$ cat src/rtl/menu_pkg.sv
// Shared types, FSM states, default palette and width helpers for the menu page renderer.
package menu_pkg;

    typedef logic [11:0] rgb444_t;

    typedef enum logic [1:0] {IDLE, PENDING, COMMIT} page_state_e;

    localparam rgb444_t DEFAULT_PAL [4] = '{12'h000, 12'hF00, 12'h00F, 12'h0F0};

    function automatic int page_w(input int n);
        return (n < 2) ? 1 : $clog2(n);
    endfunction

    function automatic int addr_w(input int w, input int h);
        return (w * h < 2) ? 1 : $clog2(w * h);
    endfunction

    // Entries beyond the four defined colours come up black.
    function automatic rgb444_t pal_default(input int idx);
        logic [1:0] sel;
        sel = idx[1:0];
        return (idx < 4) ? DEFAULT_PAL[sel] : 12'h000;
    endfunction

endpackage

$ cat src/rtl/pipe_delay.sv
// Fixed-depth shift register with async active-low clear; aligns flags with ROM read data.
module pipe_delay
    import menu_pkg::*;
#(
    parameter int W     = 1,
    parameter int DEPTH = 1
) (
    input  logic         clk_in,
    input  logic         reset_in,
    input  logic [W-1:0] din,
    output logic [W-1:0] dout
);

    logic [DEPTH-1:0][W-1:0] stage_q;
    logic [DEPTH-1:0][W-1:0] stage_d;

    always_comb begin
        stage_d[0] = din;
        for (int i = 1; i < DEPTH; i++) stage_d[i] = stage_q[i-1];
    end

    always_ff @(posedge clk_in or negedge reset_in) begin
        if (!reset_in) stage_q <= '0;
        else           stage_q <= stage_d;
    end

    assign dout = stage_q[DEPTH-1];

endmodule

$ cat src/rtl/menu_page_renderer.sv
// Menu bitmap renderer: ROM address generation, palette lookup and frame-aligned page switching.
// Optional highlight band inversion is enabled by defining MENU_HIGHLIGHT_EN.
module menu_page_renderer
    import menu_pkg::*;
#(
    parameter int WIDTH       = 512,
    parameter int HEIGHT      = 384,
    parameter int NUM_PAGES   = 4,
    parameter int BPP         = 2,
    parameter int ROM_LATENCY = 1,
    parameter int ITEM_H      = 64,
    localparam int PAGE_W     = page_w(NUM_PAGES),
    localparam int ADDR_W     = addr_w(WIDTH, HEIGHT)
) (
    input  logic              clk_in,
    input  logic              reset_in,
    input  logic [12:0]       hcount,
    input  logic [12:0]       vcount,
    input  logic              page_req_valid,
    input  logic [PAGE_W-1:0] page_req_id,
    output logic              page_req_ready,
    output logic              page_ack,
    output logic              page_err,
    output logic [PAGE_W-1:0] active_page,
    input  logic              pal_we,
    input  logic [BPP-1:0]    pal_addr,
    input  logic [11:0]       pal_data,
`ifdef MENU_HIGHLIGHT_EN
    input  logic [7:0]        highlight_item,
    input  logic              highlight_on,
`endif
    output logic [PAGE_W-1:0] rom_page,
    output logic [ADDR_W-1:0] rom_addr,
    input  logic [BPP-1:0]    rom_data,
    output logic [11:0]       pixel_out
);

    localparam int               PAL_N    = 2 ** BPP;
    localparam int               WLOG     = $clog2(WIDTH);
    localparam logic [12:0]      WIDTH_C  = 13'(WIDTH);
    localparam logic [12:0]      HEIGHT_C = 13'(HEIGHT);
    localparam logic [12:0]      ITEM_H_C = 13'(ITEM_H);
    localparam logic [PAGE_W:0]  NPAGE_C  = (PAGE_W + 1)'(NUM_PAGES);

    page_state_e       state_q, state_d;
    logic [PAGE_W-1:0] req_id_q, req_id_d;
    logic [PAGE_W-1:0] active_page_q, active_page_d;
    logic              page_err_q, page_err_d;
    logic              frame_start_q, frame_start_d;
    rgb444_t           pixel_q, pixel_d;
    rgb444_t           pal_q [PAL_N];
    rgb444_t           pal_d [PAL_N];

    logic        in_bounds, band;
    logic [12:0] band_row, hl_sel;
    logic        hl_en;
    logic [1:0]  tag_dly;
    rgb444_t     lut_val;

    // WIDTH is a power of two, so the row multiply is a shift.
    assign rom_addr  = ADDR_W'(hcount) + (ADDR_W'(vcount) << WLOG);
    assign in_bounds = (hcount < WIDTH_C) && (vcount < HEIGHT_C);
    assign band_row  = vcount / ITEM_H_C;

`ifdef MENU_HIGHLIGHT_EN
    assign hl_sel = {5'd0, highlight_item};
    assign hl_en  = highlight_on;
`else
    assign hl_sel = '0;
    assign hl_en  = 1'b0;
`endif

    assign band = in_bounds && hl_en && (band_row == hl_sel);

    pipe_delay #(.W(2), .DEPTH(ROM_LATENCY)) u_tag_dly (
        .clk_in   (clk_in),
        .reset_in (reset_in),
        .din      ({band, in_bounds}),
        .dout     (tag_dly)
    );

    // Lookup reads the pre-write palette; a same-cycle write shows up one cycle later.
    assign lut_val = pal_q[rom_data];

    always_comb begin
        pixel_d = '0;
        if (tag_dly[0]) pixel_d = tag_dly[1] ? ~lut_val : lut_val;
        for (int i = 0; i < PAL_N; i++) pal_d[i] = pal_q[i];
        if (pal_we) pal_d[pal_addr] = pal_data;
    end

    assign frame_start_d = (hcount == 13'd0) && (vcount == 13'd0);

    always_comb begin
        state_d        = state_q;
        req_id_d       = req_id_q;
        active_page_d  = active_page_q;
        page_err_d     = 1'b0;
        page_req_ready = 1'b0;
        page_ack       = 1'b0;
        case (state_q)
            IDLE: begin
                page_req_ready = 1'b1;
                if (page_req_valid) begin
                    if ({1'b0, page_req_id} >= NPAGE_C) begin
                        page_err_d = 1'b1;
                    end else begin
                        req_id_d = page_req_id;
                        state_d  = PENDING;
                    end
                end
            end
            PENDING: if (frame_start_q) state_d = COMMIT;
            COMMIT: begin
                active_page_d = req_id_q;
                page_ack      = 1'b1;
                state_d       = IDLE;
            end
            default: state_d = IDLE;
        endcase
    end

    always_ff @(posedge clk_in or negedge reset_in) begin
        if (!reset_in) begin
            state_q       <= IDLE;
            req_id_q      <= '0;
            active_page_q <= '0;
            page_err_q    <= 1'b0;
            frame_start_q <= 1'b0;
            pixel_q       <= '0;
            for (int i = 0; i < PAL_N; i++) pal_q[i] <= pal_default(i);
        end else begin
            state_q       <= state_d;
            req_id_q      <= req_id_d;
            active_page_q <= active_page_d;
            page_err_q    <= page_err_d;
            frame_start_q <= frame_start_d;
            pixel_q       <= pixel_d;
            pal_q         <= pal_d;
        end
    end

    assign page_err    = page_err_q;
    assign active_page = active_page_q;
    assign rom_page    = active_page_q;
    assign pixel_out   = pixel_q;

endmodule

$ cat config.mk
export PLATFORM = sky130hd
export DESIGN_NAME = menu_page_renderer
export DESIGN_NICKNAME = d
export VERILOG_FILES = /design/src/rtl/menu_pkg.sv /design/src/rtl/pipe_delay.sv /design/src/rtl/menu_page_renderer.sv
export SDC_FILE = /design/constraint.sdc
export NUM_CORES = 1
export LEC_CHECK = 0
export CAP_MARGIN = 20
export CELL_PAD_IN_SITES_DETAIL_PLACEMENT = 0
export CELL_PAD_IN_SITES_GLOBAL_PLACEMENT = 1
export CORE_MARGIN = 10
export CORE_UTILIZATION = 34
export CTS_CLUSTER_SIZE = 30
export DETAILED_ROUTE_END_ITERATION = 8
export PLACE_DENSITY_LB_ADDON = 0.1
export SYNTH_ARGS = -nofsm -noshare
export SYNTH_HDL_FRONTEND = slang
export SYNTH_SLANG_ARGS = --single-unit
$ cat constraint.sdc
create_clock -name clk_in -period 3.2 [get_ports clk_in]
set_input_delay 0.32 -clock clk_in [delete_from_list [all_inputs] [get_ports clk_in]]
set_output_delay 0.32 -clock clk_in [all_outputs]
set_load 0.02 [all_outputs]
---- Yosys cells after proc, flatten, opt, wreduce, memory -nomap -nowiden ----
Cells that the tools add are included.
operators by class
  reductions and logical operators ........ 8
  bitwise operators ....................... 2
  multiply operators ...................... 0
  eq/ne operators ......................... 4
  muxes and demuxes ....................... 12
  shift operators ......................... 0
  $add $sub $neg .......................... 1
  magnitude comparators ................... 5
  divide/modulo/power cells ............... 0
operators by type and width
  operator                                                                number
  48-bit bitwise mux                                                      1
  12-bit two-way mux                                                      4
  13-bit logical NOT                                                      2
  12-bit binary-select mux with 2-bit select                              1
  12-bit demux with 2-bit select                                          1
  13-bit by 18-bit adder with 18-bit output                               1
  13-bit by 10-bit < comparator with 1-bit output, second input constant  1
  13-bit by 9-bit < comparator with 1-bit output, second input constant   1
  3-bit greater-or-equal comparator, second input constant                2
  2-bit inverter with 3-bit output                                        2
  2-bit two-way mux                                                       2
  2-bit inequality test, second input constant                            2
  2-bit case mux with 2 select lines                                      1
  2-bit AND reduction                                                     2
  1-bit logical AND                                                       3
  3-bit by 1-bit < comparator with 1-bit output, second input constant    1
  2-bit by 1-bit == test with 1-bit output, second input constant         1
  2-bit == test, second input constant                                    1
  2-bit logical NOT                                                       1
  1-bit two-way mux                                                       2
storage, ports and cells
  output and inout bits ................... 37
  memory bits (writable) .................. 0
  input bits .............................. 48
  register bits ........................... 68
  logic and storage cells ................. 42
  ROM bits ................................ 0
  bits in latches ......................... 0
  memories kept ........................... 0

---- Logic depth before layout (Yosys ltp) ----
  depth in word-level cells ............... 6
  depth in mapped cells ................... 5
  depth with buffers taken out ............ 5

---- Modules after synthesis ----
From an unflattened synthesis, not the netlist that was laid out.
unflattened totals
  cell total of the unflattened synthesis .. 226
  area total of the unflattened synthesis .. 3,263.1 sq um
modules (own cells, without submodules)
  module              cells each  seq. area each (sq um)  instances  area an instance (sq um)
  menu_page_renderer  224         1,691.6                 1          3,213.1
  pipe_delay          2           50.0                    1          50.0

---- Worst setup path before layout ----
No wires, ideal clock.
  path kind ............................... input-to-output
  from .................................... in hcount[9]
  to ...................................... out rom_addr[13]
  required time ........................... 2,880 ps
  path slack .............................. 1,373 ps
  path buffers ............................ 0
  stages .................................. 5
  arrival ................................. 1,507 ps
  path through ............................ ha_1 > fa_1 > nand3_1 > nand2_1 > xnor2_1
on the way
  longest elaborated chain between the ends .. 1
RTL lines
  what                                       line                      RTL
  from (decl)                                menu_page_renderer.sv:17  input logic [12:0] hcount,
  13-bit by 18-bit adder with 18-bit output  menu_page_renderer.sv:61  assign rom_addr = ADDR_W'(hcount) + (ADDR_W'(vcount) << WLOG);
  to (decl)                                  menu_page_renderer.sv:33  output logic [ADDR_W-1:0] rom_addr,
No other way between the ends.

---- Worst setup path after layout ----
  from .................................... in vcount[0]
  to ...................................... out rom_addr[17]
on the way
  longest elaborated chain between the ends .. 1
RTL lines
  what                                       line                      RTL
  from (decl)                                menu_page_renderer.sv:18  input logic [12:0] vcount,
  13-bit by 18-bit adder with 18-bit output  menu_page_renderer.sv:61
No other way between the ends.

==> results.md <==
- The flow ran to the end, and the final reports show no timing, DRC or antenna violations.
- Hold repair after CTS inserted 0 buffers.
- The reg-to-reg critical path endpoint is req_id_q[1].
- The repair_antennas step left the layout with diodes totalling 0.
- During placement, the flow inserted port buffers numbering 83.
- Sorting the synthesized cells by area gives the leading types as dfrtp_1 (44%), mux2_2 (18%), dfstp_2 (9.9%).
- Net switching is a little under a quarter of the power.
- The worst hold path belongs to the class in -> async.
- After synthesis the netlist holds a flip-flop and latch count of 68.
- The post-synth net total is roughly 280.
- The placer's final routability congestion estimate is 0.7064.
- Clock-pin slew was measured on the worst setup and hold paths at 80 ps.
- The proportion of synthesized chip area in sequential cells is between 50 and 60%.
- Counting cells, the worst reg-to-reg path comes to 3.
- The count of nets left with antenna violations once routing finished came out at 0.
- The all-layer global routing usage is 11.26%.
- The half-perimeter wire length of the detailed placement result is 5285 um.
- Setup violations remaining at the end of the flow were counted as 0.
- The critical path's largest stage delay is 640 ps.
- In this run the standard cell core region covers 9153 um2.
- In this run the number of H-tree levels came out at 3.
- The post-cts repair resize count is 0.
- The cell count after synthesis came out at 222.
- STA classifies the critical path startpoint as a primary input.
- In this run the critical register-to-register path is launched from state_q[1].
- The actual slew at the worst max-slew pin is 972.9 ps.
- The total count of hold-check failures in the final report was 0.
- In this run, the combinational gates consume 18.0% of the power.
- The total number of clock tree sinks is 68.
- Max-cap violations in this run came to 0.
- The horizontal extent of the die is 116.6 um.
- The total negative setup slack is 0 ps.
- The cell with the biggest individual delay on the critical path is clkdlybuf4s50_1.
- The wire length of the first global-routing pass is 11610 um.
- The die is 116.6 um tall.
- The cell count after placement is between 400 and 500.
- In this run, synthesis inferred 0 flip-flops with an integrated enable.
- The initialized floorplan defines 35 standard-cell rows.
- The share of the clock period used by the worst path is 87.80%.
- Sequential cells account for around 47% of the total power.
- The post-route netlist has 31.05% of its cells at a drive strength greater than 1.
- The clock passes through at most 2 buffers.
- The worst path needs 2810 ps of the cycle, external delays included.
- The leakage component of the power is between 1.5 and 2 nW.
- The total die area is 13600 um2.
- The critical path in this run is classified as in -> out.
- The vias after detailed routing is roughly 2000.
- VDD sags by at most 0.2169 mV.
- The maximum clock frequency is 0.3559 GHz.
- The internal power of the cells totals roughly 1.7 mW.
- The critical path goes through clkdlybuf4s50_1 -> ha_1 -> fa_1 -> nand3_1 -> a211oi_1 -> xor2_1 -> clkdlybuf4s50_1.
- Global routing finished with a remaining overflow of 0.
- Of the total power, the clock network draws 35.0%.
- The number of buffers created by CTS is 9.
- The worst setup path endpoint is rom_addr[17].
- The clock tree from TritonCTS is built.
- During I/O placement, the number of pins put on the boundary was between 80 and 90.
- The most common cell after layout, fill and taps aside is clkdlybuf4s50_1.
- The most frequent cell on the critical path is clkdlybuf4s50_1.
- The initial antenna violation count is 0.
- The mean post-synth cell area is 14.29 um2.
- The pin count of the biggest net entering global routing is 44.
- The share of the synthesized area in the top cell type is 44.16%.
- The final layout net count is 354.
- Across all hold checks on the routed design, the worst slack comes to ~140 ps.
- The buffer cell driving the clock tree root is clkbuf_8.
- The distinct cell type count after synthesis is 33.
- Yosys printed 0 warnings.
- The synthesis-to-finish area growth is 34.31%.
- The number of vias per cell is a little under 5.
- The most used flip-flop cell after synthesis is dfrtp_1.
- The number of global-route vias before repair is 2217.
- The clock reaches the later pin of the worst-skew pair after approximately 330 ps.
- For this block, the routed nets add up to approximately 7200 um of wire.
- dfrtp_1 takes more of the synthesized area than any other cell.
- Setup repair after global routing left no endpoint under its margin.
- After detailed routing, the number of remaining DRC violations is 0.
- The final cell count without fillers is 417.
- The required time of the critical path is 2880 ps.
- The remaining max-slew budget at the tightest pin is 35.14%.
- After synthesis the cells add up to 3173 um2.
- In this run the worst path has a maximum fanout of 3.
- The share of async-settable or async-resettable flops after synthesis is 100.0%.
- The setup clock skew after layout is roughly 9.5 ps.
- At the worst endpoint, the arrival time is 2490 ps.
- The launch point of the critical path is vcount[0].
- The average routed wire per standard cell is 17.28 um.
- The total setup buffers inserted after CTS is 0.
- In this run, the number of DRC markers left after iteration 0 of detailed routing was 51.
- The count of TritonRoute iterations in the first routing pass is 4.
- The power per unit of standard cell area is around 520 nW/um2.
- In this run the power spent charging and discharging nets is 0.5220 mW.
- In this run the register-to-register setup slack is 2000 ps.
- The nature of the critical path endpoint is a primary output.
- In the layout the commonest cells are clkdlybuf4s50_1 (82), dfrtp_1 (56), mux2_2 (52), and2_1 (13), dfstp_2 (12).
- The final max-slew violation count came to 0.
- The effective utilization at floorplan is 34.67%.
cells by family (layout without fill, tap and decap cells):
kind of cell	after synthesis	after routing	share of synthesized area [%]
other	1	1	0.1182
AND/OR/NAND/NOR	41	41	7.255
buffers and inverters	24	108	4.771
multiplexers	65	65	27.52
AO/OA/AOI/OAI	13	13	2.642
XOR/XNOR	5	5	1.380
adder cells (fa/ha/maj)	5	5	2.208
flip-flops	68	68	54.10
critical path, delay by kind of cell:
| kind | cells | cell delay, ps |
|---|---|---|
| simple gates | 1 | 130 |
| fa+ha+maj | 2 | 450 |
| xor+xnor | 1 | 180 |
| compound gates | 1 | 280 |
| buf+inv | 2 | 1130 |
flip-flops by register name (all words and copies together), names as in the netlist:
register and count:
pixel_out 12, state_q 2, frame_start_q 1, u_tag_dly.dout 1, req_id_q 2, active_page 2, pal_q 48
synthesized netlist by cell type, drive strengths merged (2+ instances only):
master / number
buf: 18
mux4: 12
dfstp: 12
dfrtp: 56
nand3: 5
nor2: 5
ha: 4
xor2: 4
inv: 5
nand3b: 2
a211o: 2
nand2b: 2
mux2: 52
a21oi: 5
nand2: 6
nor4: 6
and2: 13
power groups by stage:
stage,Clock [mW],Combinational [mW],Sequential [mW]
2_1_floorplan,0,0.255,1.05
3_5_place_dp,0,0.408,1.06
6_report,0.781,0.401,1.05
4_1_cts,0.813,0.409,1.05
3_3_place_gp,0,0.404,1.06
5_1_grt,0.855,0.437,1.06
per-layer routing:
layer / routed length (um) / vias up / GRT usage, %
met3: 371 / 10 / 3.852
met2: 3478 / 48 / 17.91
met4: 130 / 0 / 4.695
met5: 0 / - / 0
met1: 3224 / 1007 / 13.64
li1: - / 952 / -
through the flow:
stage	total power, mW	area, um2	worst slack (ps)	util [%]
after CTS	2.270	4262	376.2	46.56
after global placement	1.466	4035	413.4	44.09
final	2.231	4262	390.3	46.56
after global routing	2.354	4262	185.0	46.56
after floorplan	1.302	3173	1373	-
after detailed placement	1.473	4035	372.2	44.09
worst min path at each step:
stage | startpoint | end | slack, ps
after floorplan | reset_in | active_page[0] | 20
after global placement | state_q[1] | state_q[1] | 470
after detailed placement | state_q[1] | state_q[1] | 470
after CTS | reset_in | req_id_q[1] | 170
after global routing | reset_in | active_page[1] | 200
final | reset_in | req_id_q[1] | 140
layout make-up:
class                      count  area [um2]
timing repair buffer          87       855.8
inverter                       5       18.77
tap                          111       138.9
multi-input combinational    130        1305
clock inverter                 5       85.08
sequential                    68        1717
fill                         821        4891
clock buffer                  11       141.4
Note: power is estimated with default switching activity, not from simulation.
